--- config.mk ---
export PLATFORM = sky130hd
export DESIGN_NAME = acc_core
export DESIGN_NICKNAME = d
export VERILOG_FILES = /design/src/rtl/acc_pkg.sv /design/src/rtl/acc_alu.sv /design/src/rtl/acc_core.sv
export SDC_FILE = /design/constraint.sdc
export NUM_CORES = 1
export LEC_CHECK = 0
export CELL_PAD_IN_SITES_DETAIL_PLACEMENT = 1
export CELL_PAD_IN_SITES_GLOBAL_PLACEMENT = 2
export CORE_ASPECT_RATIO = 1.5
export CORE_UTILIZATION = 38
export CTS_CLUSTER_SIZE = 16
export DETAILED_ROUTE_END_ITERATION = 8
export PLACE_DENSITY_LB_ADDON = 0.1
export SLEW_MARGIN = 20
export SYNTH_ARGS = -nofsm -noshare
export SYNTH_HDL_FRONTEND = slang
export SYNTH_SLANG_ARGS = --single-unit
--- constraint.sdc ---
create_clock -name CLK -period 8.1 [get_ports CLK]
set_input_delay 0.81 -clock CLK [delete_from_list [all_inputs] [get_ports CLK]]
set_output_delay 0.81 -clock CLK [all_outputs]
set_load 0.1 [all_outputs]
--- src/rtl/acc_pkg.sv ---
// Shared definitions for the accumulator core: opcodes, FSM states and
// the opcode classifier used by decode and memory completion.
package acc_pkg;

    localparam logic [7:0] OP_NOP   = 8'h00;
    localparam logic [7:0] OP_ADD   = 8'h01;
    localparam logic [7:0] OP_ADDI  = 8'h02;
    localparam logic [7:0] OP_SUB   = 8'h03;
    localparam logic [7:0] OP_SUBI  = 8'h04;
    localparam logic [7:0] OP_SHL   = 8'h05;
    localparam logic [7:0] OP_SHR   = 8'h06;
    localparam logic [7:0] OP_LOAD  = 8'h07;
    localparam logic [7:0] OP_LOADI = 8'h08;
    localparam logic [7:0] OP_STORE = 8'h09;
    localparam logic [7:0] OP_AND   = 8'h0A;
    localparam logic [7:0] OP_ANDI  = 8'h0B;
    localparam logic [7:0] OP_OR    = 8'h0C;
    localparam logic [7:0] OP_ORI   = 8'h0D;
    localparam logic [7:0] OP_XOR   = 8'h0E;
    localparam logic [7:0] OP_XORI  = 8'h0F;
    localparam logic [7:0] OP_JMP   = 8'h10;
    localparam logic [7:0] OP_JZ    = 8'h11;
    localparam logic [7:0] OP_JNZ   = 8'h12;
    localparam logic [7:0] OP_EXIT  = 8'h13;

    typedef enum logic [1:0] {
        ST_RUN  = 2'd0,
        ST_MEM  = 2'd1,
        ST_HALT = 2'd2
    } state_t;

    typedef enum logic [2:0] {
        CLS_NOP   = 3'd0,
        CLS_LOAD  = 3'd1,
        CLS_STORE = 3'd2,
        CLS_IMM   = 3'd3,
        CLS_JUMP  = 3'd4,
        CLS_EXIT  = 3'd5
    } op_class_t;

    // Load-class ops read memory and combine the read data into acc.
    function automatic op_class_t op_class(input logic [7:0] op);
        op_class_t cls;
        case (op)
            OP_ADD, OP_SUB, OP_LOAD, OP_AND, OP_OR, OP_XOR:
                cls = CLS_LOAD;
            OP_STORE:
                cls = CLS_STORE;
            OP_ADDI, OP_SUBI, OP_SHL, OP_SHR, OP_LOADI, OP_ANDI, OP_ORI, OP_XORI:
                cls = CLS_IMM;
            OP_JMP, OP_JZ, OP_JNZ:
                cls = CLS_JUMP;
            OP_EXIT:
                cls = CLS_EXIT;
            default:
                cls = CLS_NOP;
        endcase
        return cls;
    endfunction

endpackage

--- src/rtl/acc_alu.sv ---
// Combinational accumulator ALU: result = f(op, acc, b), where b is either
// the zero-extended immediate or the memory read data.
module acc_alu
    import acc_pkg::*;
#(
    parameter int DATA_W = 32
) (
    input  logic [7:0]        i_op,
    input  logic [DATA_W-1:0] i_acc,
    input  logic [DATA_W-1:0] i_b,
    output logic [DATA_W-1:0] o_result
);

    localparam int SH_W = $clog2(DATA_W);

    always_comb begin
        o_result = i_acc;
        case (i_op)
            OP_ADD,  OP_ADDI:  o_result = i_acc + i_b;
            OP_SUB,  OP_SUBI:  o_result = i_acc - i_b;
            OP_SHL:            o_result = i_acc << i_b[SH_W-1:0];
            OP_SHR:            o_result = i_acc >> i_b[SH_W-1:0];
            OP_LOAD, OP_LOADI: o_result = i_b;
            OP_AND,  OP_ANDI:  o_result = i_acc & i_b;
            OP_OR,   OP_ORI:   o_result = i_acc | i_b;
            OP_XOR,  OP_XORI:  o_result = i_acc ^ i_b;
            default:           o_result = i_acc;
        endcase
    end

endmodule

--- src/rtl/acc_core.sv ---
// Accumulator processor core with a valid/ready data-memory port.
// Optional retire trace outputs are enabled by defining ACC_CORE_TRACE_EN.
module acc_core
    import acc_pkg::*;
#(
    parameter int DATA_W = 32,
    parameter int PC_W   = 4,
    parameter int ADDR_W = 8
) (
    input  logic              CLK,
    input  logic              RESETN,
    output logic [PC_W-1:0]   imem_addr,
    input  logic [15:0]       imem_data,
    output logic              mem_valid,
    output logic              mem_write,
    output logic [ADDR_W-1:0] mem_addr,
    output logic [DATA_W-1:0] mem_wdata,
    input  logic              mem_ready,
    input  logic [DATA_W-1:0] mem_rdata,
    output logic [DATA_W-1:0] acc,
    output logic              halted
`ifdef ACC_CORE_TRACE_EN
    ,
    output logic              trace_valid,
    output logic [PC_W-1:0]   trace_pc,
    output logic [15:0]       trace_instr,
    output logic [DATA_W-1:0] trace_acc
`endif
);

    state_t            r_state;
    state_t            w_next_state;
    logic [PC_W-1:0]   r_pc;
    logic [DATA_W-1:0] r_acc;
    logic              r_mem_write;
    logic [ADDR_W-1:0] r_mem_addr;
    logic [DATA_W-1:0] r_mem_wdata;
    logic [7:0]        r_mem_op;

    logic [7:0]        w_op;
    logic [7:0]        w_operand;
    op_class_t         w_cls;
    logic [DATA_W-1:0] w_imm;
    logic [PC_W-1:0]   w_pc_inc;
    logic              w_jump_taken;
    logic [7:0]        w_alu_op;
    logic [DATA_W-1:0] w_alu_b;
    logic [DATA_W-1:0] w_alu_res;
    logic [PC_W-1:0]   w_pc_next;
    logic [DATA_W-1:0] w_acc_next;
    logic              w_issue;
    logic              w_retire;

    assign w_op      = imem_data[15:8];
    assign w_operand = imem_data[7:0];
    assign w_cls     = op_class(w_op);
    assign w_imm     = DATA_W'(w_operand);
    assign w_pc_inc  = r_pc + PC_W'(1);

    always_comb begin
        w_jump_taken = 1'b0;
        case (w_op)
            OP_JMP:  w_jump_taken = 1'b1;
            OP_JZ:   w_jump_taken = (r_acc == '0);
            OP_JNZ:  w_jump_taken = (r_acc != '0);
            default: w_jump_taken = 1'b0;
        endcase
    end

    // One ALU serves both the immediate path in RUN and load completion in MEM.
    assign w_alu_op = (r_state == ST_MEM) ? r_mem_op  : w_op;
    assign w_alu_b  = (r_state == ST_MEM) ? mem_rdata : w_imm;

    acc_alu #(
        .DATA_W (DATA_W)
    ) u_alu (
        .i_op     (w_alu_op),
        .i_acc    (r_acc),
        .i_b      (w_alu_b),
        .o_result (w_alu_res)
    );

    always_comb begin
        w_next_state = r_state;
        w_pc_next    = r_pc;
        w_acc_next   = r_acc;
        w_issue      = 1'b0;
        w_retire     = 1'b0;
        case (r_state)
            ST_RUN: begin
                w_retire = 1'b1;
                case (w_cls)
                    CLS_LOAD, CLS_STORE: begin
                        w_issue      = 1'b1;
                        w_retire     = 1'b0;
                        w_pc_next    = w_pc_inc;
                        w_next_state = ST_MEM;
                    end
                    CLS_IMM: begin
                        w_acc_next = w_alu_res;
                        w_pc_next  = w_pc_inc;
                    end
                    CLS_JUMP:
                        w_pc_next = w_jump_taken ? w_operand[PC_W-1:0] : w_pc_inc;
                    CLS_EXIT:
                        w_next_state = ST_HALT;
                    default:
                        w_pc_next = w_pc_inc;
                endcase
            end
            ST_MEM: begin
                if (mem_ready) begin
                    w_retire     = 1'b1;
                    w_next_state = ST_RUN;
                    if (op_class(r_mem_op) == CLS_LOAD) begin
                        w_acc_next = w_alu_res;
                    end
                end
            end
            default: begin
                w_next_state = ST_HALT;
            end
        endcase
    end

    always_ff @(posedge CLK or negedge RESETN) begin
        if (!RESETN) begin
            r_state <= ST_RUN;
        end else begin
            r_state <= w_next_state;
        end
    end

    // Request fields are captured only at issue, so they stay frozen through wait states.
    always_ff @(posedge CLK or negedge RESETN) begin
        if (!RESETN) begin
            r_pc        <= '0;
            r_acc       <= '0;
            r_mem_write <= 1'b0;
            r_mem_addr  <= '0;
            r_mem_wdata <= '0;
            r_mem_op    <= OP_NOP;
        end else begin
            r_pc  <= w_pc_next;
            r_acc <= w_acc_next;
            if (w_issue) begin
                r_mem_write <= (w_cls == CLS_STORE);
                r_mem_addr  <= w_operand[ADDR_W-1:0];
                r_mem_wdata <= r_acc;
                r_mem_op    <= w_op;
            end
        end
    end

    assign imem_addr = r_pc;
    assign mem_valid = (r_state == ST_MEM);
    assign mem_write = r_mem_write;
    assign mem_addr  = r_mem_addr;
    assign mem_wdata = r_mem_wdata;
    assign acc       = r_acc;
    assign halted    = (r_state == ST_HALT);

`ifdef ACC_CORE_TRACE_EN
    logic [PC_W-1:0]   r_mem_pc;
    logic [15:0]       r_mem_instr;
    logic              r_trace_valid;
    logic [PC_W-1:0]   r_trace_pc;
    logic [15:0]       r_trace_instr;
    logic [DATA_W-1:0] r_trace_acc;

    // A memory op retires at its handshake, so its own pc/instr are kept from issue.
    always_ff @(posedge CLK or negedge RESETN) begin
        if (!RESETN) begin
            r_mem_pc      <= '0;
            r_mem_instr   <= '0;
            r_trace_valid <= 1'b0;
            r_trace_pc    <= '0;
            r_trace_instr <= '0;
            r_trace_acc   <= '0;
        end else begin
            if (w_issue) begin
                r_mem_pc    <= r_pc;
                r_mem_instr <= imem_data;
            end
            r_trace_valid <= w_retire;
            if (w_retire) begin
                r_trace_pc    <= (r_state == ST_MEM) ? r_mem_pc    : r_pc;
                r_trace_instr <= (r_state == ST_MEM) ? r_mem_instr : imem_data;
                r_trace_acc   <= w_acc_next;
            end
        end
    end

    assign trace_valid = r_trace_valid;
    assign trace_pc    = r_trace_pc;
    assign trace_instr = r_trace_instr;
    assign trace_acc   = r_trace_acc;
`endif

endmodule

==> impl_metrics.ini, run 1 <==
[clock_network]
postCtsHoldBufs = 0
cts_resized = 0
cts_sinks = 87
clk_path_buf_depth = 2
root_buffer = clkbuf_16
clk_pin_slew_ns = 0.08
htree_num_levels = 3
numCtsBuffers = 9
postCtsSetupRepairBufs = 0
cts_tree = done
insertion_delay_ns = 0.38

[sta]
finalHoldViolCount = 0
tightest_slew_ns = 1.119
period_needed_ns = 5.965
drv_slew = 0
rsz0062_at_grt = false
maxSlewHeadroom_pct = 25.25
fin_tns_setup_ns = 0
setup_viol_count_final = 0
worst_slack_ns = 2.135
fin_crit_sh_pct = 73.64
max_freq_mhz = 167.6
skew_ns = 0.01113

[drt]
wl_per_cell_um = 28.62
wl_um = 55570
via_per_inst = 6.491
dr.pass1.iters = 5
drc_errors = 0
vias = 12610
initialDrtViolationCount = 905
ant_nets = 0

[setup_path]
worst-setup-path-type = flip-flop to flip-flop
worst-path-buf-inv = 2
critPathTopFamily = compound AO/OA/AOI/OAI gates
worstPathCellList = nand2b_4 > inv_8 > mux2i_4 > inv_4 > nor4_4 > and2_1 > nand2_1 > o21ai_0 > xnor2_1 > ha_1 > a21oi_1 > o21ai_0 > a31o_2 > a2111oi_0 > a21oi_1 > a31oi_1 > mux2i_1 > a31oi_1
timing.rr.start = r_state[0]$_DFFE_PN0P_
reg2reg_slack_ns = 2.13
crit_path_max_incr_delay_ns = 0.65
reg2reg_depth = 18
crit_arrival_ns = 6.22
startpoint_type = flip-flop
crit_slowest_cell = nor4_4
worstPathRequired_ns = 8.36
path_max_fanout = 46
endpoint_kind = flip-flop
rr_endpoint = acc[29]$_DFFE_PN0P_

[synthesis]
yosys.area_share.simple_pct = 17.21
async_flop_share_pct = 100.0
yosys_warnings = 0
synthTopCellsByArea = dfrtp_1, mux2i_1, ha_1, mux2_2, nand2_1
synth_compound_area_share_pct = 24.88
yosysSeqAreaShare_pct = 18.33
yosysTopAreaCellShare_pct = 18.33
yosysUniqueCellTypes = 85
synth_top_family_by_area = compound AO/OA/AOI/OAI gates
syn-instance-count = 1494
synth_mux_area_share_pct = 18.66
synth-edff-count = 0
synth_nets = 1641
yosysTopAreaCell = dfrtp_1
synthAdderAreaFrac_pct = 10.17
synth_xor_area_share_pct = 3.318
ys_ff_latch = 87
yosys_most_used_dff = dfrtp_1
syn_area_per_cell_sq_um = 7.951
netlist_area_sq_um = 11880

[status]
status = finished, final reports clean

[floorplanning]
dieArea_sq_um = 31990
io_pins = 130
rows = 78
core_area_sq_um = 30550
chipWidth_um = 146.4
start_util_pct = 38.89
die_h_um = 218.5

[final_layout]
n_fill_cell = 3677
drive_gt1_share_pct = 9.274
area_delta_synth_final_pct = 14.81
final_common_cell = nand2_1
nNetsFinal = 1684
diodes = 0
layout.cells.most_common_list = nand2_1, clkdlybuf4s50_1, mux2i_1

[power_and_ir_drop]
ir_drop_mv = 0.3657
power_density_nw_per_um2 = 355.6
power.leakage_nw = 5.832

[global_route]
gr-total-overflow = 0
antenna_found_initial = 0
grt_start_max_net_pins = 58
grt_pass1_vias = 12880
grt_pass1_wl_um = 82740
grt_usage_pct = 34.77

[placement]
dp_worst_setup_slack_ns = 1.835
io_buffers = 129
gp_congestion = 0.9712
dp_hpwl_um = 41950

[flow_run]
cap_viol_max_count = 0

[min_path]
hold_class = primary input to async pin
-- per-stage QoR --
| step | hold WS (ns) | util [%] | std cells | instance area [sq um] | power (mW) |
|---|---|---|---|---|---|
| floorplan | 0.4547 | - | 1494 | 11880 | 3.312 |
| global placement | 0.4756 | 43.61 | 1926 | 13320 | 4.295 |
| detailed placement | 0.4944 | 43.61 | 1926 | 13320 | 4.331 |
| CTS | 0.4773 | 44.65 | 1942 | 13640 | 4.820 |
| global route | 0.4877 | 44.65 | 1942 | 13640 | 5.048 |
| finish | 0.4451 | 44.65 | 1942 | 13640 | 4.850 |
-- registers in the layout, summed over array words and instances, names as in the netlist --
register   flops
r_state        2
mem_addr       8
acc           32
mem_write      1
r_mem_op       8
mem_wdata     32
imem_addr      4
-- cells in the mapped netlist (8+ instances only) --
| cell | instances |
|---|---|
| nor3_1 | 32 |
| and3_1 | 8 |
| o2111ai_1 | 9 |
| o21ai_0 | 82 |
| clkbuf_1 | 79 |
| o221ai_1 | 8 |
| inv_1 | 71 |
| buf_2 | 27 |
| o22ai_1 | 15 |
| a31oi_1 | 26 |
| nor2b_1 | 11 |
| mux2_2 | 52 |
| o211ai_1 | 17 |
| a22oi_1 | 26 |
| nand3_1 | 35 |
| nor2_1 | 95 |
| xnor2_1 | 35 |
| nand4_1 | 10 |
| a211oi_1 | 28 |
| xor2_1 | 10 |
| nand2_1 | 155 |
| mux2i_1 | 127 |
| a32oi_1 | 17 |
| and2_1 | 9 |
| a21o_1 | 15 |
| nand2b_1 | 19 |
| nor4_1 | 12 |
| mux4_2 | 14 |
| a21oi_1 | 102 |
| a221oi_1 | 20 |
| ha_1 | 95 |
| dfrtp_1 | 87 |
-- how the worst max path moves through the flow --
stage / start / end / slack [ns] / cells past startpoint
after floorplan: r_state[1]$_DFFE_PN0P_ / acc[29]$_DFFE_PN0P_ / 3.18 / 19
after global placement: imem_data[12] / acc[28]$_DFFE_PN0P_ / 1.97 / 15
after detailed placement: imem_data[12] / acc[29]$_DFFE_PN0P_ / 1.83 / 17
after CTS: imem_data[12] / acc[28]$_DFFE_PN0P_ / 2.21 / 15
after global routing: imem_data[13] / acc[29]$_DFFE_PN0P_ / 1.70 / 17
final: r_state[0]$_DFFE_PN0P_ / acc[29]$_DFFE_PN0P_ / 2.13 / 18
-- layer usage --
metal | track usage (%) | share of wire (%)
met1 | 43.03 | 42
met2 | 59.90 | 48
met5 | 0 | 0
met3 | 3.278 | 5.1
met4 | 17.71 | 4.8
-- layout make-up --
class                   instances  area [sq um]  area share, %
clock buffers                  10         239.0          1.752
multi-input cells            1205          8847          64.87
repair buffers                157          1499          10.99
clock inverters                 6         76.32         0.5596
flip-flops and latches         87          2177          15.96
well taps                     400         500.5          3.670
inverters                      77         299.0          2.193
-- where the power goes --
| part | leakage (nW) | switching [mW] | internal, mW |
|---|---|---|---|
| Combinational | 4.68 | 2.37 | 0.986 |
| Sequential | 0.994 | 0.428 | 0.597 |
| Clock | 0.156 | 0.218 | 0.253 |
| Total | 5.83 | 3.01 | 1.84 |
-- cells by family (layout without fill, tap and decap cells) --
family / Yosys count / after routing
and+or+nand+nor: 429 / 429
buffers and inverters: 202 / 250
muxes: 195 / 195
DFF: 87 / 87
AOI/OAI and AO/OA: 440 / 440
xor gates and xnor gates: 45 / 45
adders and majority gates: 96 / 96
-- worst register-to-register path: cells and delay by family, from the launching register on --
kind	cells	cell delay, ns
flops	1	0.57
mux	2	0.61
fa+ha+maj	1	0.34
simple gates	4	1.51
buf+inv	2	0.44
compound gates	8	2.23
xor+xnor	1	0.15
Note: power is estimated with default switching activity, not from simulation.
==> inputs of run 2 (changes only) <==
CORE_UTILIZATION = 35   (was 38)
clock period = 5.6 ns   (was 8.1 ns; I/O delays follow)
==> impl_metrics.ini, run 2 (synthesized netlist as in run 1, its figures left out) <==
[status]
status = finished with violations
violations = design-rule violations

[sta]
fin_crit_sh_pct = 94.79
drv_slew = 0
period_needed_ns = 5.308
skew_ns = 0.01735
rsz0062_at_grt = false
tightest_slew_ns = 1.294
hold_slack_ns = 0.1747
setup_viol_count_final = 0
maxSlewHeadroom_pct = 11.48
worst_slack_ns = 0.2917
fin_tns_setup_ns = 0
finalHoldViolCount = 0
max_freq_mhz = 188.4

[drt]
vias = 12640
ant_nets = 0
wl_per_cell_um = 28.42
via_per_inst = 6.324
wl_um = 56810
dr.pass1.iters = 9
drc_errors = 3
initialDrtViolationCount = 855

[placement]
dp_hpwl_um = 43550
dp_worst_setup_slack_ns = 0.05545
dp.cells = 1983
gp_congestion = 1.044
io_buffers = 129

[setup_path]
path_max_fanout = 20
endpoint_kind = flip-flop
crit_slowest_cell = or4_1
worstPathRequired_ns = 5.86
crit_path_max_incr_delay_ns = 0.65
startpoint_type = primary input
worstPathCellList = clkdlybuf4s50_1 > or4_1 > mux2i_1 > o21a_1 > buf_12 > nor2_1 > xnor2_1 > fa_1 > nor2b_1 > o31a_1 > o311ai_1 > buf_4 > a21oi_1 > o21ai_0 > buf_4 > a21boi_0 > mux2i_1 > o32a_1
rr_endpoint = acc[28]$_DFFE_PN0P_
reg2reg_depth = 18
reg2reg_slack_ns = 0.49
crit_arrival_ns = 5.57
worst-setup-path-type = primary input to flip-flop
timing.rr.start = r_state[0]$_DFFE_PN0P_

[flow_run]
cap_viol_max_count = 0

[clock_network]
insertion_delay_ns = 0.39
htree_num_levels = 3
cts_sinks = 87
root_buffer = clkbuf_16
clk_path_buf_depth = 2
clk_pin_slew_ns = 0.08
cts_tree = done
postCtsSetupRepairBufs = 0
postCtsHoldBufs = 0
numCtsBuffers = 9
cts_resized = 0

[global_route]
gr-total-overflow = 0
met1_usage_pct = 39.44
antenna_found_initial = 0
gr-usage-met2_pct = 55.73
grt_util_met3_pct = 4.873
grt_pass1_vias = 12790
grt_usage_pct = 32.69
grt_start_max_net_pins = 57
grt.busiest_layer = met2
grt_pass1_wl_um = 84040

[final_layout]
drive_gt1_share_pct = 11.40
diodes = 0
nNetsFinal = 1721
layout.cells.most_common_list = nand2_1, clkdlybuf4s50_1, mux2i_1
n_fill_cell = 4074
final_common_cell = nand2_1
fin_cells = 1999
area_delta_synth_final_pct = 17.46

[floorplanning]
rows = 82
core_area_sq_um = 33450
die_h_um = 227.6
dieArea_sq_um = 34700
io_pins = 130
start_util_pct = 35.52
chipWidth_um = 152.4

[power_and_ir_drop]
power_density_nw_per_um2 = 509.7
ir_drop_mv = 0.4173
power.leakage_nw = 6.015

[min_path]
hold_class = primary input to async pin
==> run 2: per-layer routing <==
metal	up-vias	share of wire, %	routed length, um
met2	463	48	27200
met1	6338	41	23350
met5	-	0	0
met3	135	5.3	3009
li1	5705	-	-
met4	0	5.7	3250
==> run 2: worst max-delay path: cells and delay by family <==
kind | cells | cell delay (ns)
buffers and inverters | 4 | 0.97
adders and majority gates | 1 | 0.52
xor gates and xnor gates | 1 | 0.34
AOI/OAI and AO/OA | 7 | 1.83
and+or+nand+nor | 3 | 0.90
muxes | 2 | 0.42
==> run 2: worst max-delay path by stage <==
| stage | from | to | slack (ns) | cells after the start |
|---|---|---|---|---|
| after detailed placement | imem_data[3] | acc[31]$_DFFE_PN0P_ | 0.06 | 18 |
| after floorplan | r_state[1]$_DFFE_PN0P_ | acc[29]$_DFFE_PN0P_ | 0.68 | 19 |
| after global placement | imem_data[12] | acc[28]$_DFFE_PN0P_ | 0.13 | 18 |
| after global routing | imem_data[3] | acc[28]$_DFFE_PN0P_ | 0.13 | 18 |
| after CTS | imem_data[3] | acc[31]$_DFFE_PN0P_ | 0.45 | 18 |
| final | imem_data[12] | acc[28]$_DFFE_PN0P_ | 0.29 | 18 |
==> run 2: area by class of cell <==
class,count,area (sq um),share of cell area [%]
inverter,77,299.0,2.143
timing repair buffer,194,1789,12.82
tap,420,525.5,3.766
multi-input combinational,1205,8847,63.41
clock inverter,6,76.32,0.5470
sequential,87,2177,15.60
clock buffer,10,239.0,1.713
==> run 2: where the power goes <==
part           leakage (nW)  total, mW  internal [mW]  switching (mW)
combinational          4.87       4.97           1.47            3.50
sequential            0.994       1.46          0.863           0.598
clock                 0.155      0.681          0.366           0.315
==> run 2: per-stage QoR <==
| step | cell area [sq um] | total power [mW] | util [%] |
|---|---|---|---|
| 6_report | 13950 | 7.111 | 41.72 |
| 5_1_grt | 13950 | 7.410 | 41.72 |
| 4_1_cts | 13950 | 7.075 | 41.72 |
| 3_5_place_dp | 13640 | 6.362 | 40.78 |
| 3_3_place_gp | 13640 | 6.316 | 40.78 |
| 2_1_floorplan | 11880 | 4.790 | - |
